--- src/rtl/cpu_ctrl_pkg.sv ---
// Shared control encodings for the next-PC stage: decoder branch/jump selects,
// reset PC default and sequencer FSM states.
package cpu_ctrl_pkg;

  localparam int unsigned AW = 32;

  localparam logic [AW-1:0] RESET_PC_DEFAULT = 32'h0000_0000;

  localparam logic [2:0] BJ_BEQ   = 3'b000;
  localparam logic [2:0] BJ_BLTZ  = 3'b001;
  localparam logic [2:0] BJ_BALN  = 3'b010;
  localparam logic [2:0] BJ_JMSUB = 3'b100;
  localparam logic [2:0] BJ_JRS   = 3'b101;
  localparam logic [2:0] BJ_SEQ   = 3'b111;

  typedef enum logic [1:0] {
    ST_BOOT = 2'b00,
    ST_RUN  = 2'b01,
    ST_WAIT = 2'b10
  } seq_state_t;

endpackage

--- src/rtl/branch_target_calc.sv ---
// Combinational target generation for the next-PC stage: sequential, PC-relative
// branch, pseudo-direct jump and word-aligned memory-indirect targets.
module branch_target_calc
  import cpu_ctrl_pkg::*;
(
  input  logic [AW-1:0] pc,
  input  logic [31:0]   branch_off,
  input  logic [25:0]   jump_idx,
  input  logic [31:0]   mem_rdata,
  output logic [AW-1:0] pc_plus4,
  output logic [AW-1:0] br_target,
  output logic [AW-1:0] jmp_target,
  output logic [AW-1:0] ind_target
);

  // All additions wrap at 32 bits; overflow is intentionally not detected.
  assign pc_plus4   = pc + 32'd4;
  assign br_target  = pc_plus4 + (branch_off << 2);
  assign jmp_target = {pc_plus4[31:28], jump_idx, 2'b00};
  assign ind_target = mem_rdata & ~32'd3;

endmodule

--- src/rtl/pc_sequencer.sv ---
// Next-PC stage: PC register, {Z,N} status flags and BOOT/RUN/WAIT sequencing FSM.
// Optional branch statistics counters when PC_BRANCH_STATS_EN is defined.
//
// state   | meaning
// --------+----------------------------------------------------------
// ST_BOOT | one fetch-settle cycle after reset, stall high, pc held
// ST_RUN  | normal operation, pc advances every cycle
// ST_WAIT | memory-indirect jump pending, stall until mem_ready
module pc_sequencer
  import cpu_ctrl_pkg::*;
#(
  parameter logic [31:0] RESET_PC = RESET_PC_DEFAULT
) (
  input  logic        clk,
  input  logic        rst_n,
  input  logic [2:0]  branch_jump,
  input  logic        stswrite,
  input  logic        alu_zero,
  input  logic        alu_neg,
  input  logic [31:0] branch_off,
  input  logic [25:0] jump_idx,
  input  logic [31:0] mem_rdata,
  input  logic        mem_ready,
`ifdef PC_BRANCH_STATS_EN
  output logic [31:0] br_taken_cnt,
  output logic [31:0] br_total_cnt,
`endif
  output logic [31:0] pc,
  output logic [31:0] link_addr,
  output logic        stall,
  output logic        taken,
  output logic        status_z,
  output logic        status_n,
  output logic        misalign
);

  seq_state_t state, next_state;
  logic [AW-1:0] pc_plus4, br_target, jmp_target, ind_target, pc_next;
  logic advance, ind_taken;

  branch_target_calc u_calc (
    .pc         (pc),
    .branch_off (branch_off),
    .jump_idx   (jump_idx),
    .mem_rdata  (mem_rdata),
    .pc_plus4   (pc_plus4),
    .br_target  (br_target),
    .jmp_target (jmp_target),
    .ind_target (ind_target)
  );

  assign link_addr = pc_plus4;

  always_ff @(posedge clk or negedge rst_n) begin
    if (!rst_n) state <= ST_BOOT;
    else        state <= next_state;
  end

  always_comb begin
    next_state = state;
    pc_next    = pc;
    stall      = 1'b0;
    taken      = 1'b0;
    advance    = 1'b0;
    ind_taken  = 1'b0;
    case (state)
      ST_BOOT: begin
        stall      = 1'b1;
        next_state = ST_RUN;
      end
      ST_RUN: begin
        advance = 1'b1;
        pc_next = pc_plus4;
        case (branch_jump)
          BJ_BEQ: begin
            taken = alu_zero;
            if (alu_zero) pc_next = br_target;
          end
          BJ_BLTZ: begin
            taken = alu_neg;
            if (alu_neg) pc_next = br_target;
          end
          BJ_BALN: begin
            // Registered flag from an earlier instruction; no same-cycle bypass.
            taken = status_n;
            if (status_n) pc_next = jmp_target;
          end
          BJ_JMSUB, BJ_JRS: begin
            if (mem_ready) begin
              taken     = 1'b1;
              ind_taken = 1'b1;
              pc_next   = ind_target;
            end else begin
              stall      = 1'b1;
              advance    = 1'b0;
              pc_next    = pc;
              next_state = ST_WAIT;
            end
          end
          default: ;
        endcase
      end
      ST_WAIT: begin
        stall = 1'b1;
        if (mem_ready) begin
          stall      = 1'b0;
          taken      = 1'b1;
          ind_taken  = 1'b1;
          advance    = 1'b1;
          pc_next    = ind_target;
          next_state = ST_RUN;
        end
      end
      default: next_state = ST_BOOT;
    endcase
  end

  always_ff @(posedge clk or negedge rst_n) begin
    if (!rst_n) begin
      pc       <= RESET_PC;
      status_z <= 1'b0;
      status_n <= 1'b0;
      misalign <= 1'b0;
    end else begin
      pc <= pc_next;
      // The WAIT completion cycle moves pc but belongs to an already-stalled instruction.
      if (advance && state == ST_RUN && stswrite) begin
        status_z <= alu_zero;
        status_n <= alu_neg;
      end
      if (ind_taken && mem_rdata[1:0] != 2'b00) misalign <= 1'b1;
    end
  end

`ifdef PC_BRANCH_STATS_EN
  always_ff @(posedge clk or negedge rst_n) begin
    if (!rst_n) begin
      br_taken_cnt <= '0;
      br_total_cnt <= '0;
    end else if (advance) begin
      if (branch_jump != BJ_SEQ) br_total_cnt <= br_total_cnt + 32'd1;
      if (taken)                 br_taken_cnt <= br_taken_cnt + 32'd1;
    end
  end
`endif

endmodule

--- config.mk ---
export PLATFORM = sky130hd
export DESIGN_NAME = pc_sequencer
export DESIGN_NICKNAME = d
export VERILOG_FILES = /design/src/rtl/cpu_ctrl_pkg.sv /design/src/rtl/branch_target_calc.sv /design/src/rtl/pc_sequencer.sv
export SDC_FILE = /design/constraint.sdc
export NUM_CORES = 1
export LEC_CHECK = 0
export BUFFER_PORTS_ARGS = -buffer_cell sky130_fd_sc_hd__buf_4
export CAP_MARGIN = 20
export CORE_ASPECT_RATIO = 0.5
export CORE_MARGIN = 3
export CORE_UTILIZATION = 45
export DETAILED_ROUTE_END_ITERATION = 8
export PLACE_DENSITY_LB_ADDON = 0.1
export SYNTH_ARGS = -nofsm -noshare
export SYNTH_HDL_FRONTEND = slang
export SYNTH_SLANG_ARGS = --single-unit
--- constraint.sdc ---
create_clock -name clk -period 4.35 [get_ports clk]
set_clock_uncertainty 0.1 [all_clocks]
set_input_delay 0.435 -clock clk [delete_from_list [all_inputs] [get_ports clk]]
set_output_delay 0.435 -clock clk [all_outputs]
set_load 0.01 [all_outputs]
==> results by group, run 1 <==
Status
  – Status: finished, final reports clean

Synth
  – Avg Cell Area, Syn: 7.730 um^2
  – Yosys reg bits: 37
  – Ys Warns: 0
  – Post-Syn Nets: 768
  – Cell count after synthesis: 630
  – Synth Flop Type: dfrtp_1
  – Post-synth EDFFs: 0
  – Cell Area, Synth: between 4000 and 5000 um^2
  – Synth unique cells: 71
  – Post-synth ARST share: 1.000
  – Sequential element share of the synthesized area: 0.1901

Worst setup path
  – Critical path class: flop to flop
  – Reg2reg end: pc[26]
  – Reg2reg setup slack: between 0.2 and 0.3 ns
  – Worst reg2reg path startpoint: pc[4]
  – CP Data Required Time: approximately 4.4 ns
  – Crit path DAT: between 4 and 5 ns
  – Crit path cell chain: and3_1, nand3_1, buf_4, nor2_1, xor2_1, ha_1, a21o_1, a21o_1, a21oi_1, nor2_1, a211o_1, a2111oi_4, o32a_1, o31ai_2
  – CP Launch Point: pc[4]
  – Critical-path top delay cell: dfrtp_1
  – Worst path max stage delay: between 0.4 and 0.5 ns
  – CP Launch Type: flop
  – R2R cell count: 14
  – Crit-path max FO: 7
  – Crit path capture type: flop

Finish
  – Finished Cell Area: 6618 um^2
  – Commonest non-fill, non-tap cells in the layout: 204 x buf_4, 68 x nand2_1, 42 x nor2_1, 41 x a21oi_1
  – P&R area growth vs syn: 35.89%
  – Layout cell share with drive strength beyond 1: 0.3089
  – Most common cell after layout, fill and taps aside: buf_4
  – Diode count: 0
  – Nets: around 940

Timing
  – Least-Margin Pin Slew: 0.8771 ns
  – Final Max Slew Viols: 0
  – Max_slew headroom: 0.4153
  – Crit share post-route: 0.9411
  – Worst setup margin: between 0.2 and 0.3 ns
  – Achievable Freq: 244.3 MHz
  – Final Hold Viols: 0
  – Fin crit period: 4.094 ns
  – Setup violators final: 0

Placed design
  – Placed cell area: around 6400 um^2
  – DP Worst Slack: between 0.2 and 0.3 ns
  – I/O Buffers: approximately 170
  – Dpl hpwl: ~15 mm
  – Final GP Congestion: about 1.0

Pwr
  – Sw frac: 0.5051
  – Cell Int Power: ~2300 uW
  – Comb pwr share: 0.764
  – Worst IR Drop VDD: 0.2902 mV
  – Clock share of power: 0.080
  – Sequential Power Share: 0.156
  – Power Density: between 700 and 800 nW/um^2
  – Switching power total: about 2400 uW
  – Leak pwr: ~0.0031 uW

CTS
  – Clock tree buffer depth: 2
  – H-tree depth: 2
  – Root buffer cell: clkbuf_16
  – Clock Sink Count: 37
  – Post-CTS Setup Bufs: 0
  – Hold_buf cts: 0
  – Clock Latency Late Sink: between 0.2 and 0.3 ns
  – Clock-pin slew on the worst setup and hold paths: around 0.06 ns
  – Total CTS buffers: 5
  – CTS tree: done
  – Cts repair resizes: 0

Global routing
  – Tot GR Track Use: 0.3084
  – Vias in the first global route: 5470
  – Initial antenna violation count: 0
  – Grt total ovfl: 0
  – First-pass GRT wire length: ~30 mm
  – Largest net degree at the start of global routing: 38

Drt
  – Via count: between 5000 and 6000
  – DR DRC count: 0
  – DR iter-0 viols: roughly 550
  – Pre-antenna DRT Iters: 5
  – WL final: around 19 mm
  – Vias/cell: a little over 6
  – Remaining antenna violation count: 0
  – Routed WL per cell: around 20 um

Hold path
  – Hold crit path type: input port to async pin

Floorplanning
  – Core Area: about 10000 um^2
  – Row Count: 26
  – Initial Util: 0.4693
  – Die width: between 150 and 200 um
  – Die outline height: about 80 um
  – Die Area: 12180 um^2
  – I/O pins: ~170

Flow run
  – # Max-Cap Violations: 0
==> final cells by class <==
class | count | area, um^2
well taps | 140 | 175.2
clock buffers | 5 | 125.1
multi-input cells | 539 | 3775
clock inverters | 3 | 17.52
fillers | 963 | 3760
flip-flops and latches | 37 | 925.9
repair buffers | 204 | 1531
inverters | 18 | 67.56
==> worst max path at each step <==
| stage | slack [ns] | cells after the start | endpoint |
|---|---|---|---|
| after floorplan | 0.60 | 15 | pc[31] |
| after global placement | 0.33 | 15 | pc[31] |
| after detailed placement | 0.26 | 16 | pc[31] |
| after CTS | 0.20 | 15 | pc[31] |
| after global routing | -0.07 | 15 | pc[31] |
| final | 0.26 | 14 | pc[26] |
==> sequential cells by signal, summed over array words and instances, names as in the netlist <==
signal and count:
status_n 1, state 2, pc 32, status_z 1, misalign 1
==> worst max-delay path: cells and delay by family, from the launching register on <==
kind | cells | cell delay, ns
AO/OA/AOI/OAI | 7 | 1.75
buffers and inverters | 1 | 0.25
flip-flops | 1 | 0.47
AND/OR/NAND/NOR | 4 | 0.65
adder cells (fa/ha/maj) | 1 | 0.34
XOR/XNOR | 1 | 0.42
==> routing by layer <==
metal,share of wire,vias up,GRT usage
met5,0,-,0
met4,0.014,0,0.07644
met3,0.087,20,0.04710
met2,0.43,302,0.4750
met1,0.47,2734,0.4521
li1,-,2727,-
==> kinds of logic after synthesis <==
group                    share of synthesized area
AND/OR/NAND/NOR                             0.2094
flip-flops                                  0.1901
adder cells (fa/ha/maj)                     0.1017
AO/OA/AOI/OAI                               0.3155
XOR/XNOR                                   0.08453
multiplexers                               0.05242
buffers and inverters                      0.04625
==> cell usage after synthesis (4+ instances only) <==
master | count | area (um^2)
a211o_1 | 6 | 52.55
a211oi_1 | 8 | 60.06
a21o_1 | 16 | 120.1
a21oi_1 | 41 | 205.2
a221oi_1 | 15 | 131.4
a222oi_1 | 5 | 50.05
a22o_1 | 5 | 43.79
a22oi_1 | 5 | 37.54
a31oi_1 | 14 | 87.58
and2_1 | 6 | 37.54
and3_1 | 9 | 56.30
and4_1 | 5 | 43.79
buf_2 | 6 | 30.03
clkbuf_1 | 25 | 93.84
dfrtp_1 | 37 | 925.9
ha_1 | 38 | 475.5
inv_1 | 18 | 67.56
mux2_2 | 12 | 135.1
mux2i_1 | 12 | 120.1
nand2_1 | 68 | 255.2
nand2b_1 | 10 | 62.56
nand3_1 | 22 | 110.1
nand4_1 | 12 | 75.07
nor2_1 | 42 | 157.7
nor2b_1 | 8 | 50.05
nor3_1 | 11 | 55.05
o21a_1 | 6 | 45.04
o21ai_0 | 37 | 185.2
o21ai_1 | 9 | 45.04
o22ai_1 | 14 | 87.58
o31ai_1 | 4 | 30.03
or3_1 | 5 | 31.28
xnor2_1 | 33 | 289.0
xor2_1 | 14 | 122.6
==> power by group through the flow <==
stage	Combinational [uW]	Clock [uW]	Sequential, uW
2_1_floorplan	2170	0	763
4_1_cts	3550	384	727
3_3_place_gp	3510	0	726
3_5_place_dp	3530	0	733
5_1_grt	3950	392	761
6_report	3620	379	740
==> per-stage QoR <==
stage	utilization	hold WS, ns	instances	power (uW)	TNS [ns]
3_3_place_gp	0.6195	0.3559	938	4234	0
6_report	0.6377	0.02246	946	4736	0
2_1_floorplan	-	0.03941	630	2933	0
4_1_cts	0.6332	0.04540	946	4662	0
3_5_place_dp	0.6195	0.3574	938	4260	0
5_1_grt	0.6377	0.05711	946	5106	-0.06729
(Power assumes the default switching activity.)
==> run 2: changes to the inputs <==
Settings changed: REMOVE_ABC_BUFFERS set to 1.
Clock period 4.35 ns to 4.7 ns, I/O delays scaled along.
==> run 2 against run 1 <==
  * Non-clock buffer count fell by 29
  * Sequential share of layout area grew 0.49 points
  * Power shrank 11%
  * Utilization down 2.1 points
  * Die area unchanged
  * Clock power up 11%
  * Global-route usage decreased by 3.5 points
  * Critical path depth is the same
  * First-iteration DRC count down 21%
  * Hold slack better by 0.040 ns
  * Largest power group unchanged
==> results by group, run 2 (synthesized netlist as in run 1, its figures left out) <==
Status
  – Status: finished, final reports clean

Floorplanning
  – Die outline height: 79.56 um (unchanged)
  – Die width: 153.1 um (unchanged)
  – Die Area: 12180 um^2 (unchanged)
  – Row Count: 26 (unchanged)
  – Initial Util: 0.4693 (unchanged)
  – I/O pins: 168 (unchanged)
  – Core Area: 10380 um^2 (unchanged)

Finish
  – Fill cells: 992 (+3.0%)
  – Nets: 914 (-3.1%)
  – Storage element area: 925.9 um^2 (unchanged)
  – Diode count: 0 (unchanged)
  – Layout cell share with drive strength beyond 1: 0.2754 (-0.03351)
  – Max reg flops: 32 (unchanged)
  – P&R area growth vs syn: 31.32%
  – Commonest non-fill, non-tap cells in the layout: 175 x buf_4, 68 x nand2_1, 42 x nor2_1, 41 x a21oi_1, 38 x ha_1
  – Most common cell after layout, fill and taps aside: buf_4
  – Multi-input logic area: 3740 um^2 (-0.93%)
  – Finished Core Util: 0.6162 (-0.02146)
  – Biggest register: pc
  – Top flop regs: pc: 32 flops, state: 2 flops

Timing
  – Achievable Freq: 233.7 MHz (-4.3%)
  – Setup TNS: 0 ns (unchanged)
  – Worst setup margin: 0.4213 ns (+0.1649 ns)
  – Setup violators final: 0 (unchanged)
  – Max_slew headroom: 0.4324 (+0.01711)
  – RSZ-0062 raised after global routing: false
  – Least-Margin Pin Slew: 0.8514 ns (-0.02566 ns)
  – Fin crit period: 4.279 ns (+0.1851 ns)
  – Crit share post-route: 0.9104 (-0.03069)
  – Final Hold Viols: 0 (unchanged)
  – Final Max Slew Viols: 0 (unchanged)

Global routing
  – First-pass GRT wire length: 26.99 mm (-9.6%)
  – Tot GR Track Use: 0.2737 (-0.03464)
  – Vias in the first global route: 5176 (-5.4%)
  – Initial antenna violation count: 0 (unchanged)
  – Largest net degree at the start of global routing: 38 (unchanged)
  – Grt total ovfl: 0 (unchanged)

CTS
  – Total CTS buffers: 5 (unchanged)
  – Clock-pin slew on the worst setup and hold paths: 0.07 ns (about the same)
  – Clock Latency Late Sink: 0.29 ns (about the same)
  – CTS tree: done
  – Hold_buf cts: 0 (unchanged)
  – Clock tree buffer depth: 2 (unchanged)
  – H-tree depth: 2 (unchanged)
  – Root buffer cell: clkbuf_16
  – Post-CTS Setup Bufs: 0 (unchanged)
  – Clock Sink Count: 37 (unchanged)

Worst setup path
  – Crit-path max FO: 8 (+1)
  – Critical path class: flop to flop
  – CP Launch Type: flop
  – Crit path DAT: 4.39 ns (+0.22 ns)
  – CP Data Required Time: 4.81 ns (+0.39 ns)
  – Crit path capture type: flop

Pwr
  – Power Density: 657.7 nW/um^2 (-8.1%)
  – Leak pwr: 0.002905 uW (-5.2%)
  – Worst IR Drop VDD: 0.3686 mV (+27%)

Hold path
  – Hold crit path type: input port to async pin

Drt
  – Via count: 5543 (-4.2%)
  – Remaining antenna violation count: 0 (unchanged)
  – DR DRC count: 0 (unchanged)
  – Vias/cell: 6.045 (-1.1%)
  – DR iter-0 viols: 429 (-21%)
  – Routed WL per cell: 19.15 um (-5.8%)
  – Pre-antenna DRT Iters: 7 (+2)
  – WL final: 17.56 mm (-8.7%)

Placed design
  – I/O Buffers: 165 (unchanged)
  – DP Worst Slack: 0.4829 ns (+0.2263 ns)
  – Final GP Congestion: 0.9692 (-3.0%)
  – Dpl hpwl: 13.11 mm (-12%)

Flow run
  – # Max-Cap Violations: 0 (unchanged)
[run 2: cell types whose count changed in the layout (fill, tap and decap cells not counted), moves of 2 or more]
cell	previous run	this run
buf_4	204	175
a2111oi_0	0	2
a2111oi_1	2	0
clkinv_2	2	0
[run 2: routing by layer]
layer	share of wire	global-route usage	routed length, um	vias up
li1	-	-	-	2662
met1	0.46	0.3860	8124	2654
met2	0.45	0.4447	7868	220
met3	0.086	0.05901	1507	7
met4	0.0035	0.03289	62	0
met5	0	0	0	-
[run 2: area by class of cell]
| cell class | instances | area share |
|---|---|---|
| Clock buffer | 7 | 0.02230 |
| Clock inverter | 1 | 0.004696 |
| Inverter | 18 | 0.01057 |
| Multi-Input combinational cell | 539 | 0.5848 |
| Sequential cell | 37 | 0.1448 |
| Tap cell | 140 | 0.02739 |
| Timing Repair Buffer | 175 | 0.2054 |
[run 2: final timing paths]
check,from,endpoint,slack [ns],cells past startpoint
setup / recovery,pc[2],pc[31],0.42,14
hold / removal,rst_n,pc[14],0.06,1
setup reg to reg,pc[2],pc[31],0.42,14
hold reg to reg,misalign,misalign,0.39,1
max in group asynchronous,rst_n,pc[4],4.05,1
min in group clk,mem_rdata[27],pc[27],0.32,3
[run 2: through the flow]
stage / hold slack [ns] / total power (uW) / instance area (um^2) / instances
6_report: 0.06245 / 4206 / 6395 / 917
5_1_grt: 0.09865 / 4536 / 6395 / 917
4_1_cts: 0.08066 / 4174 / 6390 / 917
3_5_place_dp: 0.3661 / 3735 / 6217 / 909
3_3_place_gp: 0.3670 / 3695 / 6217 / 909
2_1_floorplan: 0.07441 / 2663 / 4712 / 594
[run 2: worst max-delay path: stages (launching register included)]
cell and delay [ns]:
dfrtp_1 0.46, ha_1 0.26, nand4_1 0.22, nor3_2 0.32
and4_1 0.24, xor2_1 0.27, ha_1 0.39, a21o_1 0.22
a311oi_1 0.32, o221a_2 0.27, o211ai_2 0.16, a211oi_1 0.35
a211oi_1 0.10, or3_1 0.33, a31oi_1 0.18
[run 2: power by group]
| group | internal, uW | switching, uW | leakage [uW] |
|---|---|---|---|
| clock | 266 | 153 | 0.0000841 |
| combinational | 1370 | 1710 | 0.00237 |
| sequential | 467 | 235 | 0.000447 |
[run 2: repair_timing]
item                       CTS  global route
setup endpoints to repair    0             1
gates resized for setup      0             1
hold endpoints to repair     0             0
